`src/rtl/theta_mix.sv`:
```
// theta_mix: Keccak theta step applied lane by lane to a streamed 25-lane state,
// using column parities supplied on start.
module theta_mix #(
  parameter int W = 64
) (
  input  logic           clk,
  input  logic           rst,
  input  logic           start,
  input  logic [5*W-1:0] c_in,
  input  logic           in_valid,
  output logic           in_ready,
  input  logic [W-1:0]   in_lane,
  output logic           out_valid,
  input  logic           out_ready,
  output logic [W-1:0]   out_lane,
  output logic [4:0]     out_idx,
  output logic           finish
);
  typedef enum logic [1:0] {IDLE, PREP, STREAM, DONE} state_t;
  state_t         state;
  logic [5*W-1:0] c_q;
  logic [W-1:0]   d [5];
  logic [4:0]     cnt;
  logic [2:0]     col;
  logic           xfer;
  logic           drain;
  assign in_ready = state == STREAM && cnt <= 5'd24 && (!out_valid || out_ready);
  assign xfer     = in_valid && in_ready;
  assign drain    = out_valid && out_ready;
  always_ff @(posedge clk or negedge rst)
    if (!rst) begin
      state     <= IDLE;
      c_q       <= '0;
      for (int x = 0; x < 5; x++) d[x] <= '0;
      cnt       <= '0;
      col       <= '0;
      out_valid <= 1'b0;
      out_lane  <= '0;
      out_idx   <= '0;
      finish    <= 1'b0;
    end else begin
      finish <= 1'b0;
      if (drain) out_valid <= 1'b0;
      if (xfer) begin
        out_valid <= 1'b1;
        out_lane  <= in_lane ^ d[col];
        out_idx   <= cnt;
        cnt       <= cnt + 5'd1;
        col       <= col == 3'd4 ? 3'd0 : col + 3'd1;
      end
      case (state)
        IDLE: if (start) begin
          c_q   <= c_in;
          state <= PREP;
        end
        PREP: begin
          for (int x = 0; x < 5; x++)
            d[x] <= c_q[((x+4)%5)*W +: W] ^ {c_q[((x+1)%5)*W +: W-1], c_q[((x+1)%5)*W + W-1]};
          cnt   <= '0;
          col   <= '0;
          state <= STREAM;
        end
        STREAM: if (drain && out_idx == 5'd24) begin
          state  <= DONE;
          finish <= 1'b1;
        end
        DONE: state <= IDLE;
        default: state <= IDLE;
      endcase
    end
endmodule

```
`config.mk`:
```
export PLATFORM = sky130hd
export DESIGN_NAME = theta_mix
export DESIGN_NICKNAME = d
export VERILOG_FILES = /design/src/rtl/theta_mix.sv
export SDC_FILE = /design/constraint.sdc
export NUM_CORES = 1
export LEC_CHECK = 0
export CELL_PAD_IN_SITES_DETAIL_PLACEMENT = 1
export CELL_PAD_IN_SITES_GLOBAL_PLACEMENT = 2
export CORE_AREA = 3 3 305 307
export DETAILED_ROUTE_END_ITERATION = 8
export DIE_AREA = 0 0 308 310
export PLACE_DENSITY = 0.72
export SYNTH_ARGS = -nofsm -noshare
export SYNTH_HDL_FRONTEND = slang
export SYNTH_SLANG_ARGS = --single-unit
```
`constraint.sdc`:
```
create_clock -name clk -period 5.7 [get_ports clk]
set_clock_uncertainty 0.15 [all_clocks]
set_input_delay 1.71 -clock clk [delete_from_list [all_inputs] [get_ports clk]]
set_output_delay 1.71 -clock clk [all_outputs]
set_load 0.01 [all_outputs]
```
==> results of run 1 <==
[flip-flops by register name, summed over array words and instances (netlist names)]
signal / count
c_q: 320
cnt: 5
col: 3
d: 320
finish: 1
out_idx: 5
out_lane: 64
out_valid: 1
state: 2
[cells by family after synthesis]
logic type | Yosys count | share of synthesized area (%)
DFF | 721 | 57.3
AOI/OAI and AO/OA | 466 | 8.27
muxes | 385 | 16.0
adders and majority gates | 8 | 0.318
and+or+nand+nor | 418 | 5.07
xor gates and xnor gates | 385 | 10.7
buffers and inverters | 161 | 2.33
[metrics by stage]
step	power [mW]	hold WS, ns	cells	setup WS [ns]
4_1_cts	25.2	0.338	4218	0.670
6_report	24.8	0.331	4234	0.686
3_3_place_gp	19.2	0.314	4064	0.700
3_5_place_dp	19.7	0.324	4064	0.679
5_1_grt	26.7	0.355	4232	0.619
2_1_floorplan	16.4	0.312	2544	1.78
[power groups by stage]
stage	combinational [mW]	sequential (mW)	clock, mW
after floorplan	6.98	9.45	0
after global placement	9.05	10.2	0
after detailed placement	9.38	10.3	0
after global routing	10.4	10.6	5.74
after CTS	9.47	10.2	5.53
final	9.32	10.2	5.35
[metal layers]
metal / wire, um / GRT usage, % / share of wire, % / vias up
li1: - / - / - / 9598
met3: 3860 / 3.47 / 4.2 / 126
met2: 43800 / 31.0 / 48 / 419
met1: 41200 / 25.7 / 45 / 10500
met5: 40 / 0 / 0.044 / -
met4: 2190 / 6.56 / 2.4 / 6
[tightest hold or removal path: stages (launching register included)]
cell and delay, ns:
dfrtp_1 0.34, nand2_1 0.05, o21ai_0 0.06
[cell type report]
| type | count | area (um^2) | area share [%] |
|---|---|---|---|
| clock buffer | 137 | 2560 | 6.37 |
| clock inverter | 17 | 181 | 0.451 |
| antenna | 16 | 40.0 | 0.0995 |
| inverter | 9 | 35.0 | 0.0871 |
| sequential | 721 | 18000 | 44.9 |
| multi-input combinational | 1662 | 12800 | 31.7 |
| tap | 1176 | 1470 | 3.66 |
| timing repair buffer | 496 | 5120 | 12.7 |
[cells in the final DEF (no fill, tap or decap), drive strengths merged, types with 2 or more instances in the layout]
cell type	Yosys	routed
a21oi	328	328
a22oi	64	64
buf	58	37
clkbuf	94	137
clkdlybuf4s50	0	459
clkinv	0	10
dfrtp	721	721
diode	0	16
ha	8	8
inv	9	15
mux2	321	321
mux4	64	64
nand2	84	84
nand3	2	2
nor2	324	324
nor2b	2	2
o21ai	69	69
or3	2	2
xnor2	321	321
xor2	64	64
[worst paths after layout]
| check | start | to | cells after the start |
|---|---|---|---|
| setup / recovery | out_ready | in_ready | 4 |
| hold / removal | out_lane[17] | out_lane[17] | 2 |
| min in group asynchronous | rst | c_q[19] | 1 |
| hold reg to reg | out_lane[17] | out_lane[17] | 2 |
| max in group asynchronous | rst | c_q[304] | 2 |
| setup reg to reg | col[1] | out_lane[62] | 5 |
==> flow_summary.html, run 1 <==
<table>
<tr><th>Metric</th><th>Value</th></tr>
<tr><th colspan="2">Synth</th></tr>
<tr><td>Number of warnings issued by yosys</td><td>0</td></tr>
<tr><td>Share of flip-flops with an asynchronous set or reset after synthesis</td><td>100%</td></tr>
<tr><td>Cells after synthesis</td><td>2,544</td></tr>
<tr><td>Syn Area/Cell</td><td>12.4 um^2</td></tr>
<tr><td>Mapped Area</td><td>31,500 um^2</td></tr>
<tr><td>Most used standard cell by instance count after synthesis</td><td>dfrtp_1</td></tr>
<tr><td>Synth top area share</td><td>57.3%</td></tr>
<tr><td>Flip-flop and latch count after synthesis</td><td>721</td></tr>
<tr><td>Ys flop type</td><td>dfrtp_1</td></tr>
<tr><td>Number of enable-type register cells in the synthesized netlist</td><td>0</td></tr>
<tr><td>Synth top area cells</td><td>dfrtp_1 57%, mux2_2 11%, xnor2_1 8.9%</td></tr>
<tr><td>Cell type with the highest aggregate area in the netlist</td><td>dfrtp_1</td></tr>
<tr><td>Net count after synthesis</td><td>2,941</td></tr>
<tr><td>Commonest cells in the netlist</td><td>721 x dfrtp_1, 328 x a21oi_1, 324 x nor2_1</td></tr>
<tr><td>Register area share after synthesis</td><td>57.3%</td></tr>
<tr><td>Count of different cell masters after synthesis</td><td>32</td></tr>
<tr><th colspan="2">Placed design</th></tr>
<tr><td>Post-detailed-placement half-perimeter wirelength</td><td>63,400 um</td></tr>
<tr><td>Placed Instance Area</td><td>37,400 um^2</td></tr>
<tr><td>Weighted congestion reported at the end of routability-driven placement</td><td>0.784</td></tr>
<tr><td>Port Buffer Count</td><td>460</td></tr>
<tr><th colspan="2">CTS</th></tr>
<tr><td>Root Driver</td><td>clkbuf_16</td></tr>
<tr><td>Clock sink total</td><td>721</td></tr>
<tr><td>Total setup buffers inserted after CTS</td><td>0</td></tr>
<tr><td>Number of buffers inserted by hold repair at cts</td><td>0</td></tr>
<tr><td>Maximum level of the CTS H-tree</td><td>3</td></tr>
<tr><td>Worst-case clock buffer depth</td><td>3</td></tr>
<tr><td>CTS tree</td><td>done</td></tr>
<tr><td>Clock slew at the register clock pins of the worst setup and hold paths</td><td>0.06 ns</td></tr>
<tr><td>Clock latency at the later pin of the worst-skew pair</td><td>0.64 ns</td></tr>
<tr><td>Clock buffer count from CTS</td><td>85</td></tr>
<tr><td>CTS-repair resized insts</td><td>0</td></tr>
<tr><th colspan="2">Cells and area</th></tr>
<tr><td>Final core utilization</td><td>44.6%</td></tr>
<tr><td>Layout cell share with drive strength beyond 1</td><td>18.8%</td></tr>
<tr><td>Fill count</td><td>9,356</td></tr>
<tr><td>Fin nets</td><td>3,372</td></tr>
<tr><td>Area growth from synthesis to layout</td><td>27.7%</td></tr>
<tr><td>Summed area of non-filler cells in the final layout</td><td>40,200 um^2</td></tr>
<tr><th colspan="2">Timing</th></tr>
<tr><td>Normalized max-slew margin</td><td>31.3%</td></tr>
<tr><td>Fin. max-slew vios</td><td>0</td></tr>
<tr><td>Final clock period utilization by the worst path</td><td>88.0%</td></tr>
<tr><td>Maximum clock frequency</td><td>199 MHz</td></tr>
<tr><td>Final setup TNS</td><td>0 ns</td></tr>
<tr><td>RSZ-0062 raised after global routing</td><td>no</td></tr>
<tr><td>Worst-margin pin slew</td><td>1.03 ns</td></tr>
<tr><td>Setup-violating endpoint count in the final report</td><td>0</td></tr>
<tr><td>Crit path time final</td><td>5.01 ns</td></tr>
<tr><td>Final hold vios</td><td>0</td></tr>
<tr><th colspan="2">Worst setup path</th></tr>
<tr><td>Most used cell, CP</td><td>clkdlybuf4s50_1</td></tr>
<tr><td>Critical Path RT</td><td>3.84 ns</td></tr>
<tr><td>Arrival time at the worst endpoint</td><td>3.15 ns</td></tr>
<tr><td>Peak fanout along the critical path</td><td>4</td></tr>
<tr><td>Kind of cell adding the most delay to the critical path</td><td>buffers and inverters</td></tr>
<tr><td>CP peak stage delay</td><td>0.54 ns</td></tr>
<tr><td>Kind of start point of the critical path</td><td>primary input</td></tr>
<tr><td>Crit path max-delay cell type</td><td>clkdlybuf4s50_1</td></tr>
<tr><td>Worst setup EP type</td><td>primary output</td></tr>
<tr><td>Critical path, cell by cell</td><td>clkdlybuf4s50_1, nand2b_1, o211a_1, clkdlybuf4s50_1</td></tr>
<tr><td>Setup slack of the most critical reg-to-reg path</td><td>2.73 ns</td></tr>
<tr><td>Critical path start-end classification</td><td>in2out</td></tr>
<tr><td>Buffers plus inverters on the worst setup path</td><td>2</td></tr>
<tr><th colspan="2">Hold path</th></tr>
<tr><td>Min-delay worst type</td><td>reg2reg</td></tr>
<tr><th colspan="2">Power</th></tr>
<tr><td>Worst supply voltage drop on vdd</td><td>321 uV</td></tr>
<tr><td>Cell area power density</td><td>617 nW/um^2</td></tr>
<tr><td>Switching power</td><td>8.84 mW</td></tr>
<tr><td>Leakage power total</td><td>16.2 nW</td></tr>
<tr><td>Internal Pwr Total</td><td>16.0 mW</td></tr>
<tr><td>Share of power burned in registers</td><td>40.9%</td></tr>
<tr><td>Comb pwr share</td><td>37.5%</td></tr>
<tr><td>Switching part of the total</td><td>35.6%</td></tr>
<tr><td>Part of the power in the clock network</td><td>21.5%</td></tr>
<tr><th colspan="2">Floorplanning</th></tr>
<tr><td>Core region area</td><td>90,300 um^2</td></tr>
<tr><td>Chip width</td><td>308 um</td></tr>
<tr><td>Count of standard-cell rows</td><td>110</td></tr>
<tr><td>Vert. Die Dim</td><td>310 um</td></tr>
<tr><td>Die Outline Area</td><td>95,500 um^2</td></tr>
<tr><td>Initial core utilization</td><td>34.9%</td></tr>
<tr><td>I/O pins</td><td>461</td></tr>
<tr><th colspan="2">Global route</th></tr>
<tr><td>Aggregate global-route resource usage</td><td>19.0%</td></tr>
<tr><td>Number of antenna violations at the first check in global routing</td><td>27</td></tr>
<tr><td>Global-route wire length before repair</td><td>140,000 um</td></tr>
<tr><td>Number of global-route vias before repair</td><td>22,800</td></tr>
<tr><td>Maximum number of pins on one net before global-route repair</td><td>192</td></tr>
<tr><td>Global route overflow</td><td>0</td></tr>
<tr><th colspan="2">Detailed routing</th></tr>
<tr><td>Final routed wirelength across all metal layers</td><td>91,100 um</td></tr>
<tr><td>Number of detailed-route iterations in the first pass</td><td>7</td></tr>
<tr><td>Detailed router's first-iteration violation count</td><td>1,045</td></tr>
<tr><td>Via density per instance</td><td>4.89</td></tr>
<tr><td>Final ANT Viol Nets</td><td>0</td></tr>
<tr><td>Post-route DRC</td><td>0</td></tr>
<tr><td>Mean routed wirelength per cell</td><td>21.5 um</td></tr>
<tr><td>Total vias in the final route</td><td>20,700</td></tr>
<tr><th colspan="2">Job</th></tr>
<tr><td>Max-capacitance violation count</td><td>0</td></tr>
<tr><th colspan="2">Outcome</th></tr>
<tr><td>Status</td><td>finished clean</td></tr>
</table>
Power figures use the tool's default switching activity.
==> inputs of run 2 (changes only) <==
- PLACE_DENSITY: 0.72 -> 0.83
==> flow_summary.html, run 2 (same netlist as run 1, synthesis figures left out) <==
<table>
<tr><th>Metric</th><th>Value</th></tr>
<tr><th colspan="2">Power</th></tr>
<tr><td>Leakage power total</td><td>16.1 nW (-0.17%)</td></tr>
<tr><td>Cell area power density</td><td>621 nW/um^2 (+0.70%)</td></tr>
<tr><td>Worst supply voltage drop on vdd</td><td>305 uV (-5.1%)</td></tr>
<tr><td>Total power consumption of the routed design</td><td>25.0 mW (+0.60%)</td></tr>
<tr><th colspan="2">Cells and area</th></tr>
<tr><td>Footprint of the flip-flops and latches</td><td>18,000 um^2 (unchanged)</td></tr>
<tr><td>Area growth from synthesis to layout</td><td>27.5%</td></tr>
<tr><td>Final std cells w/o fill</td><td>4,230 (-0.094%)</td></tr>
<tr><td>Fin nets</td><td>3,365 (-0.21%)</td></tr>
<tr><td>Layout cell share with drive strength beyond 1</td><td>19.0% (+0.27 points)</td></tr>
<tr><td>Area occupied by multi-input gates</td><td>12,800 um^2 (unchanged)</td></tr>
<tr><td>Fill count</td><td>9,406 (+0.53%)</td></tr>
<tr><td>Final core utilization</td><td>44.5% (-0.046 points)</td></tr>
<tr><td>Commonest non-fill, non-tap cells in the layout</td><td>719 x dfrtp_1, 459 x clkdlybuf4s50_1, 328 x a21oi_1, 324 x nor2_1</td></tr>
<tr><td>Commonest non-fill, non-tap cell in the layout</td><td>dfrtp_1</td></tr>
<tr><td>Top Registers</td><td>c_q: 320 flops, d: 320 flops, out_lane: 64 flops</td></tr>
<tr><td>Summed area of non-filler cells in the final layout</td><td>40,200 um^2 (-0.10%)</td></tr>
<tr><th colspan="2">CTS</th></tr>
<tr><td>Root Driver</td><td>clkbuf_16</td></tr>
<tr><td>Clock sink total</td><td>721 (unchanged)</td></tr>
<tr><td>Maximum level of the CTS H-tree</td><td>3 (unchanged)</td></tr>
<tr><td>Clock slew at the register clock pins of the worst setup and hold paths</td><td>0.06 ns (about the same)</td></tr>
<tr><td>Worst-case clock buffer depth</td><td>3 (unchanged)</td></tr>
<tr><td>Clock latency at the later pin of the worst-skew pair</td><td>0.63 ns (about the same)</td></tr>
<tr><td>Clock buffer count from CTS</td><td>82 (-3.5%)</td></tr>
<tr><td>CTS tree</td><td>done</td></tr>
<tr><td>CTS-repair resized insts</td><td>0 (unchanged)</td></tr>
<tr><td>Total setup buffers inserted after CTS</td><td>0 (unchanged)</td></tr>
<tr><td>Number of buffers inserted by hold repair at cts</td><td>0 (unchanged)</td></tr>
<tr><th colspan="2">Timing</th></tr>
<tr><td>Worst-margin pin slew</td><td>1.06 ns (+0.0255 ns)</td></tr>
<tr><td>Normalized max-slew margin</td><td>29.5% (-1.7 points)</td></tr>
<tr><td>Final setup TNS</td><td>0 ns (unchanged)</td></tr>
<tr><td>Final Worst Setup Slack</td><td>0.713 ns (+0.0268 ns)</td></tr>
<tr><td>Fin. max-slew vios</td><td>0 (unchanged)</td></tr>
<tr><td>Final worst hold slack</td><td>0.330 ns (-0.000896 ns)</td></tr>
<tr><td>Crit path time final</td><td>4.99 ns (-0.0268 ns)</td></tr>
<tr><td>RSZ-0062 raised after global routing</td><td>no</td></tr>
<tr><td>Maximum clock frequency</td><td>201 MHz (+0.54%)</td></tr>
<tr><td>Final hold vios</td><td>0 (unchanged)</td></tr>
<tr><td>Setup-violating endpoint count in the final report</td><td>0 (unchanged)</td></tr>
<tr><td>Final clock period utilization by the worst path</td><td>87.5% (-0.47 points)</td></tr>
<tr><th colspan="2">Global route</th></tr>
<tr><td>Number of global-route vias before repair</td><td>23,500 (+2.9%)</td></tr>
<tr><td>Number of antenna violations at the first check in global routing</td><td>30 (+11%)</td></tr>
<tr><td>Global-route wire length before repair</td><td>141,000 um (+0.88%)</td></tr>
<tr><td>Maximum number of pins on one net before global-route repair</td><td>196 (+2.1%)</td></tr>
<tr><td>Aggregate global-route resource usage</td><td>19.1% (+0.064 points)</td></tr>
<tr><td>Global route overflow</td><td>0 (unchanged)</td></tr>
<tr><th colspan="2">Placed design</th></tr>
<tr><td>Placed Instance Area</td><td>37,400 um^2 (-0.25%)</td></tr>
<tr><td>Placed Cells incl. Taps</td><td>4,060 (-0.098%)</td></tr>
<tr><td>Post-detailed-placement half-perimeter wirelength</td><td>64,500 um (+1.8%)</td></tr>
<tr><td>Port Buffer Count</td><td>460 (unchanged)</td></tr>
<tr><td>Dpl ws</td><td>0.718 ns (+0.0392 ns)</td></tr>
<tr><td>Weighted congestion reported at the end of routability-driven placement</td><td>0.800 (+2.1%)</td></tr>
<tr><th colspan="2">Worst setup path</th></tr>
<tr><td>Buffers plus inverters on the worst setup path</td><td>2 (unchanged)</td></tr>
<tr><td>CP peak stage delay</td><td>0.53 ns (about the same)</td></tr>
<tr><td>Critical Path RT</td><td>3.84 ns (about the same)</td></tr>
<tr><td>Kind of cell adding the most delay to the critical path</td><td>buffers and inverters</td></tr>
<tr><td>Critical path, cell by cell</td><td>clkdlybuf4s50_1, nand2b_1, o211a_1, clkdlybuf4s50_1</td></tr>
<tr><td>Peak fanout along the critical path</td><td>4 (unchanged)</td></tr>
<tr><td>Crit path max-delay cell type</td><td>clkdlybuf4s50_1</td></tr>
<tr><td>Kind of start point of the critical path</td><td>primary input</td></tr>
<tr><td>Critical path start-end classification</td><td>in2out</td></tr>
<tr><td>Worst setup EP type</td><td>primary output</td></tr>
<tr><td>Arrival time at the worst endpoint</td><td>3.13 ns (-0.02 ns)</td></tr>
<tr><td>Most used cell, CP</td><td>clkdlybuf4s50_1</td></tr>
<tr><th colspan="2">Detailed routing</th></tr>
<tr><td>Final ANT Viol Nets</td><td>0 (unchanged)</td></tr>
<tr><td>Mean routed wirelength per cell</td><td>21.6 um (+0.39%)</td></tr>
<tr><td>Total vias in the final route</td><td>20,900 (+1.2%)</td></tr>
<tr><td>Detailed router's first-iteration violation count</td><td>1,131 (+8.2%)</td></tr>
<tr><td>Number of detailed-route iterations in the first pass</td><td>5 (-2)</td></tr>
<tr><td>Final routed wirelength across all metal layers</td><td>91,400 um (+0.29%)</td></tr>
<tr><td>Post-route DRC</td><td>0 (unchanged)</td></tr>
<tr><td>Via density per instance</td><td>4.95 (+1.3%)</td></tr>
<tr><th colspan="2">Floorplanning</th></tr>
<tr><td>Core region area</td><td>90,300 um^2 (unchanged)</td></tr>
<tr><td>Initial core utilization</td><td>34.9% (unchanged)</td></tr>
<tr><td>Die Outline Area</td><td>95,500 um^2 (unchanged)</td></tr>
<tr><td>Count of standard-cell rows</td><td>110 (unchanged)</td></tr>
<tr><td>Vert. Die Dim</td><td>310 um (unchanged)</td></tr>
<tr><td>Chip width</td><td>308 um (unchanged)</td></tr>
<tr><td>I/O pins</td><td>461 (unchanged)</td></tr>
<tr><th colspan="2">Outcome</th></tr>
<tr><td>Status</td><td>finished clean</td></tr>
<tr><th colspan="2">Job</th></tr>
<tr><td>Max-capacitance violation count</td><td>0 (unchanged)</td></tr>
<tr><th colspan="2">Hold path</th></tr>
<tr><td>Min-delay worst type</td><td>reg2reg</td></tr>
</table>
[run 2: final cells by class]
type	instances	area share [%]
diodes	24	0.149
flip-flops and latches	721	44.9
clock inverters	29	0.850
repair buffers	492	12.5
multi-input cells	1662	31.8
inverters	9	0.0872
well taps	1176	3.66
clock buffers	117	6.06
[run 2: report_power, final]
part           internal, mW  total, mW  switching (mW)
clock network          3.17       5.40            2.22
logic                  5.08       9.37            4.29
registers              7.74       10.2            2.47
[run 2: per-layer routing]
metal / vias to the layer above / global-route usage [%] / share of wire (%)
li1: 9587 / - / -
met1: 10800 / 24.0 / 42
met2: 379 / 33.0 / 51
met3: 135 / 3.91 / 4.7
met4: 12 / 6.40 / 2.6
met5: - / 0 / 0.096
[run 2: path summary, 6_finish.rpt]
check / from / to / slack [ns] / depth (start not counted)
min in group asynchronous: rst / d[22] / 1.06 / 1
min reg2reg: out_lane[8] / out_lane[8] / 0.33 / 2
min: out_lane[8] / out_lane[8] / 0.33 / 2
max: out_ready / in_ready / 0.71 / 4
max in group asynchronous: rst / d[148] / 3.05 / 2
max reg2reg: col[0] / out_lane[33] / 2.77 / 5
[run 2: tightest hold or removal path: stages, from the launching register on]
cell	delay, ns
dfrtp_1	0.34
nand2_1	0.05
o21ai_0	0.06
==> inputs of run 3 (changes only) <==
--- a/constraint.sdc
+++ b/constraint.sdc
@@ -3,3 +3,3 @@
 set_input_delay 1.71 -clock clk [delete_from_list [all_inputs] [get_ports clk]]
 set_output_delay 1.71 -clock clk [all_outputs]
-set_load 0.01 [all_outputs]
+set_load 0.1 [all_outputs]
==> flow_summary.html, run 3 (same netlist as run 1, synthesis figures left out) <==
<table>
<tr><th>Metric</th><th>Value</th></tr>
<tr><th colspan="2">Outcome</th></tr>
<tr><td>Status</td><td>finished clean</td></tr>
<tr><th colspan="2">Timing</th></tr>
<tr><td>Final worst hold slack</td><td>0.330 ns (-0.000609 ns)</td></tr>
<tr><td>RSZ-0062 raised after global routing</td><td>no</td></tr>
<tr><td>Maximum clock frequency</td><td>210 MHz (+4.6%)</td></tr>
<tr><td>Crit path time final</td><td>4.77 ns (-0.218 ns)</td></tr>
<tr><td>Normalized max-slew margin</td><td>23.0% (-6.5 points)</td></tr>
<tr><td>Final Worst Setup Slack</td><td>0.930 ns (+0.218 ns)</td></tr>
<tr><td>Setup-violating endpoint count in the final report</td><td>0 (unchanged)</td></tr>
<tr><td>Final setup TNS</td><td>0 ns (unchanged)</td></tr>
<tr><td>Final hold vios</td><td>0 (unchanged)</td></tr>
<tr><td>Final clock period utilization by the worst path</td><td>83.7% (-3.8 points)</td></tr>
<tr><td>Worst-margin pin slew</td><td>1.15 ns (+0.0981 ns)</td></tr>
<tr><td>Fin. max-slew vios</td><td>0 (unchanged)</td></tr>
<tr><th colspan="2">Job</th></tr>
<tr><td>Max-capacitance violation count</td><td>0 (unchanged)</td></tr>
<tr><th colspan="2">Power</th></tr>
<tr><td>Share of power burned in registers</td><td>38.4% (-2.5 points)</td></tr>
<tr><td>Cell area power density</td><td>661 nW/um^2 (+6.4%)</td></tr>
<tr><td>Total power consumption of the routed design</td><td>26.6 mW (+6.4%)</td></tr>
<tr><td>Switching part of the total</td><td>39.7% (+3.7 points)</td></tr>
<tr><td>Worst supply voltage drop on vdd</td><td>337 uV (+11%)</td></tr>
<tr><td>Comb pwr share</td><td>41.1% (+3.6 points)</td></tr>
<tr><td>Internal Pwr Total</td><td>16.0 mW (+0.18%)</td></tr>
<tr><td>Part of the power in the clock network</td><td>20.4% (-1.2 points)</td></tr>
<tr><td>Switching power</td><td>10.6 mW (+17%)</td></tr>
<tr><td>Leakage power total</td><td>16.1 nW (about the same)</td></tr>
<tr><th colspan="2">Detailed routing</th></tr>
<tr><td>Final ANT Viol Nets</td><td>0 (unchanged)</td></tr>
<tr><td>Final routed wirelength across all metal layers</td><td>92,400 um (+1.1%)</td></tr>
<tr><td>Via density per instance</td><td>4.95 (about the same)</td></tr>
<tr><td>Detailed router's first-iteration violation count</td><td>1,277 (+13%)</td></tr>
<tr><td>Mean routed wirelength per cell</td><td>21.9 um (+1.1%)</td></tr>
<tr><td>Number of detailed-route iterations in the first pass</td><td>5 (unchanged)</td></tr>
<tr><td>Total vias in the final route</td><td>20,900 (-0.033%)</td></tr>
<tr><td>Post-route DRC</td><td>0 (unchanged)</td></tr>
<tr><th colspan="2">Cells and area</th></tr>
<tr><td>Commonest non-fill, non-tap cell in the layout</td><td>dfrtp_1</td></tr>
<tr><td>Commonest non-fill, non-tap cells in the layout</td><td>719 x dfrtp_1, 458 x clkdlybuf4s50_1, 328 x a21oi_1, 324 x nor2_1</td></tr>
<tr><td>Top Registers</td><td>c_q: 320 flops, d: 320 flops, out_lane: 64 flops</td></tr>
<tr><td>Layout cell share with drive strength beyond 1</td><td>18.9% (-0.17 points)</td></tr>
<tr><td>Summed area of non-filler cells in the final layout</td><td>40,200 um^2 (about the same)</td></tr>
<tr><td>Final core utilization</td><td>44.5% (about the same)</td></tr>
<tr><td>Area growth from synthesis to layout</td><td>27.5% (about the same)</td></tr>
<tr><td>Fin nets</td><td>3,368 (+0.089%)</td></tr>
<tr><td>Final std cells w/o fill</td><td>4,230 (unchanged)</td></tr>
<tr><th colspan="2">Worst setup path</th></tr>
<tr><td>Crit path to</td><td>in_ready</td></tr>
<tr><td>Setup slack of the most critical reg-to-reg path</td><td>2.34 ns (-0.43 ns)</td></tr>
<tr><td>Worst setup EP type</td><td>primary output</td></tr>
<tr><td>Peak fanout along the critical path</td><td>4 (unchanged)</td></tr>
<tr><td>Worst flop-to-flop path endpoint</td><td>out_lane[33]</td></tr>
<tr><td>Worst flop-to-flop path startpoint</td><td>col[0]</td></tr>
<tr><td>Arrival time at the worst endpoint</td><td>2.91 ns (-0.22 ns)</td></tr>
<tr><td>Critical Path RT</td><td>3.84 ns (about the same)</td></tr>
<tr><td>Depth of the most critical reg-to-reg path</td><td>5 (unchanged)</td></tr>
<tr><td>Timing startpoint of the critical path</td><td>out_ready</td></tr>
<tr><td>Critical path start-end classification</td><td>in2out</td></tr>
<tr><td>Kind of start point of the critical path</td><td>primary input</td></tr>
<tr><th colspan="2">Placed design</th></tr>
<tr><td>Port Buffer Count</td><td>460 (unchanged)</td></tr>
<tr><td>Placed Instance Area</td><td>37,300 um^2 (about the same)</td></tr>
<tr><td>Weighted congestion reported at the end of routability-driven placement</td><td>0.793 (-0.87%)</td></tr>
<tr><td>Post-detailed-placement half-perimeter wirelength</td><td>65,400 um (+1.3%)</td></tr>
<tr><td>Placed Cells incl. Taps</td><td>4,061 (+0.025%)</td></tr>
<tr><td>Dpl ws</td><td>0.948 ns (+0.230 ns)</td></tr>
<tr><th colspan="2">Floorplanning</th></tr>
<tr><td>Initial core utilization</td><td>34.9% (unchanged)</td></tr>
<tr><td>Core region area</td><td>90,300 um^2 (unchanged)</td></tr>
<tr><td>Chip width</td><td>308 um (unchanged)</td></tr>
<tr><td>Count of standard-cell rows</td><td>110 (unchanged)</td></tr>
<tr><td>Vert. Die Dim</td><td>310 um (unchanged)</td></tr>
<tr><td>Die Outline Area</td><td>95,500 um^2 (unchanged)</td></tr>
<tr><td>I/O pins</td><td>461 (unchanged)</td></tr>
<tr><th colspan="2">Global route</th></tr>
<tr><td>Maximum number of pins on one net before global-route repair</td><td>200 (+2.0%)</td></tr>
<tr><td>Global-route wire length before repair</td><td>143,000 um (+1.2%)</td></tr>
<tr><td>Global route overflow</td><td>0 (unchanged)</td></tr>
<tr><td>Aggregate global-route resource usage</td><td>19.4% (+0.25 points)</td></tr>
<tr><td>Number of global-route vias before repair</td><td>23,800 (+1.2%)</td></tr>
<tr><td>Number of antenna violations at the first check in global routing</td><td>29 (-3.3%)</td></tr>
<tr><th colspan="2">CTS</th></tr>
<tr><td>Number of buffers inserted by hold repair at cts</td><td>0 (unchanged)</td></tr>
<tr><td>Total setup buffers inserted after CTS</td><td>0 (unchanged)</td></tr>
<tr><td>CTS tree</td><td>done</td></tr>
<tr><td>Root Driver</td><td>clkbuf_16</td></tr>
<tr><td>CTS-repair resized insts</td><td>0 (unchanged)</td></tr>
<tr><td>Clock sink total</td><td>721 (unchanged)</td></tr>
<tr><td>Clock slew at the register clock pins of the worst setup and hold paths</td><td>0.05 ns (about the same)</td></tr>
<tr><td>Maximum level of the CTS H-tree</td><td>3 (unchanged)</td></tr>
<tr><td>Clock buffer count from CTS</td><td>84 (+2.4%)</td></tr>
<tr><td>Worst-case clock buffer depth</td><td>3 (unchanged)</td></tr>
<tr><td>Clock latency at the later pin of the worst-skew pair</td><td>0.64 ns (about the same)</td></tr>
<tr><th colspan="2">Hold path</th></tr>
<tr><td>Start point of the worst hold path</td><td>out_lane[48]</td></tr>
<tr><td>WHS Path Cells</td><td>2 (unchanged)</td></tr>
<tr><td>Min-delay worst type</td><td>reg2reg</td></tr>
</table>
## run 3: changes by cell type in the layout (fill, tap and decap cells not counted), sizes merged
| cell | previous run | this run |
|---|---|---|
| clkbuf | 117 | 120 |
| clkinv | 20 | 16 |
| clkdlybuf4s50 | 459 | 458 |
| bufinv | 4 | 5 |
| inv | 12 | 11 |
| buf | 33 | 35 |
## run 3: worst min-delay path by stage
| stage | end |
|---|---|
| global placement | out_lane[0] |
| CTS | out_lane[48] |
| global route | out_lane[21] |
| finish | out_lane[48] |
| detailed placement | out_lane[48] |
| floorplan | out_idx[4] |
## run 3: routing by layer
layer	vias to the layer above	routed length, um	global-route usage [%]
li1	9611	-	-
met1	10800	39000	24.3
met2	412	46900	33.2
met3	146	4160	3.95
met4	10	2380	7.06
met5	-	74	0
## run 3: power by group through the flow
stage | Combinational, mW | Sequential, mW | Clock (mW)
2_1_floorplan | 7.02 | 10.9 | 0
3_3_place_gp | 10.5 | 10.1 | 0
3_5_place_dp | 10.9 | 10.3 | 0
4_1_cts | 11.1 | 10.3 | 5.59
5_1_grt | 11.9 | 10.6 | 5.82
6_report | 10.9 | 10.2 | 5.43
## run 3: critical path, stage by stage
cell and delay (ns):
clkdlybuf4s50_1 0.49, nand2b_1 0.22, o211a_1 0.20, buf_4 0.29
## run 3: final cells by class
class                      count  area, um^2
clock buffer                 120        2440
timing repair buffer         493        5020
multi-input combinational   1662       12800
clock inverter                25         344
sequential                   721       18000
tap                         1176        1470
fill                        9426       50100
inverter                       9        35.0
antenna                       24        60.1
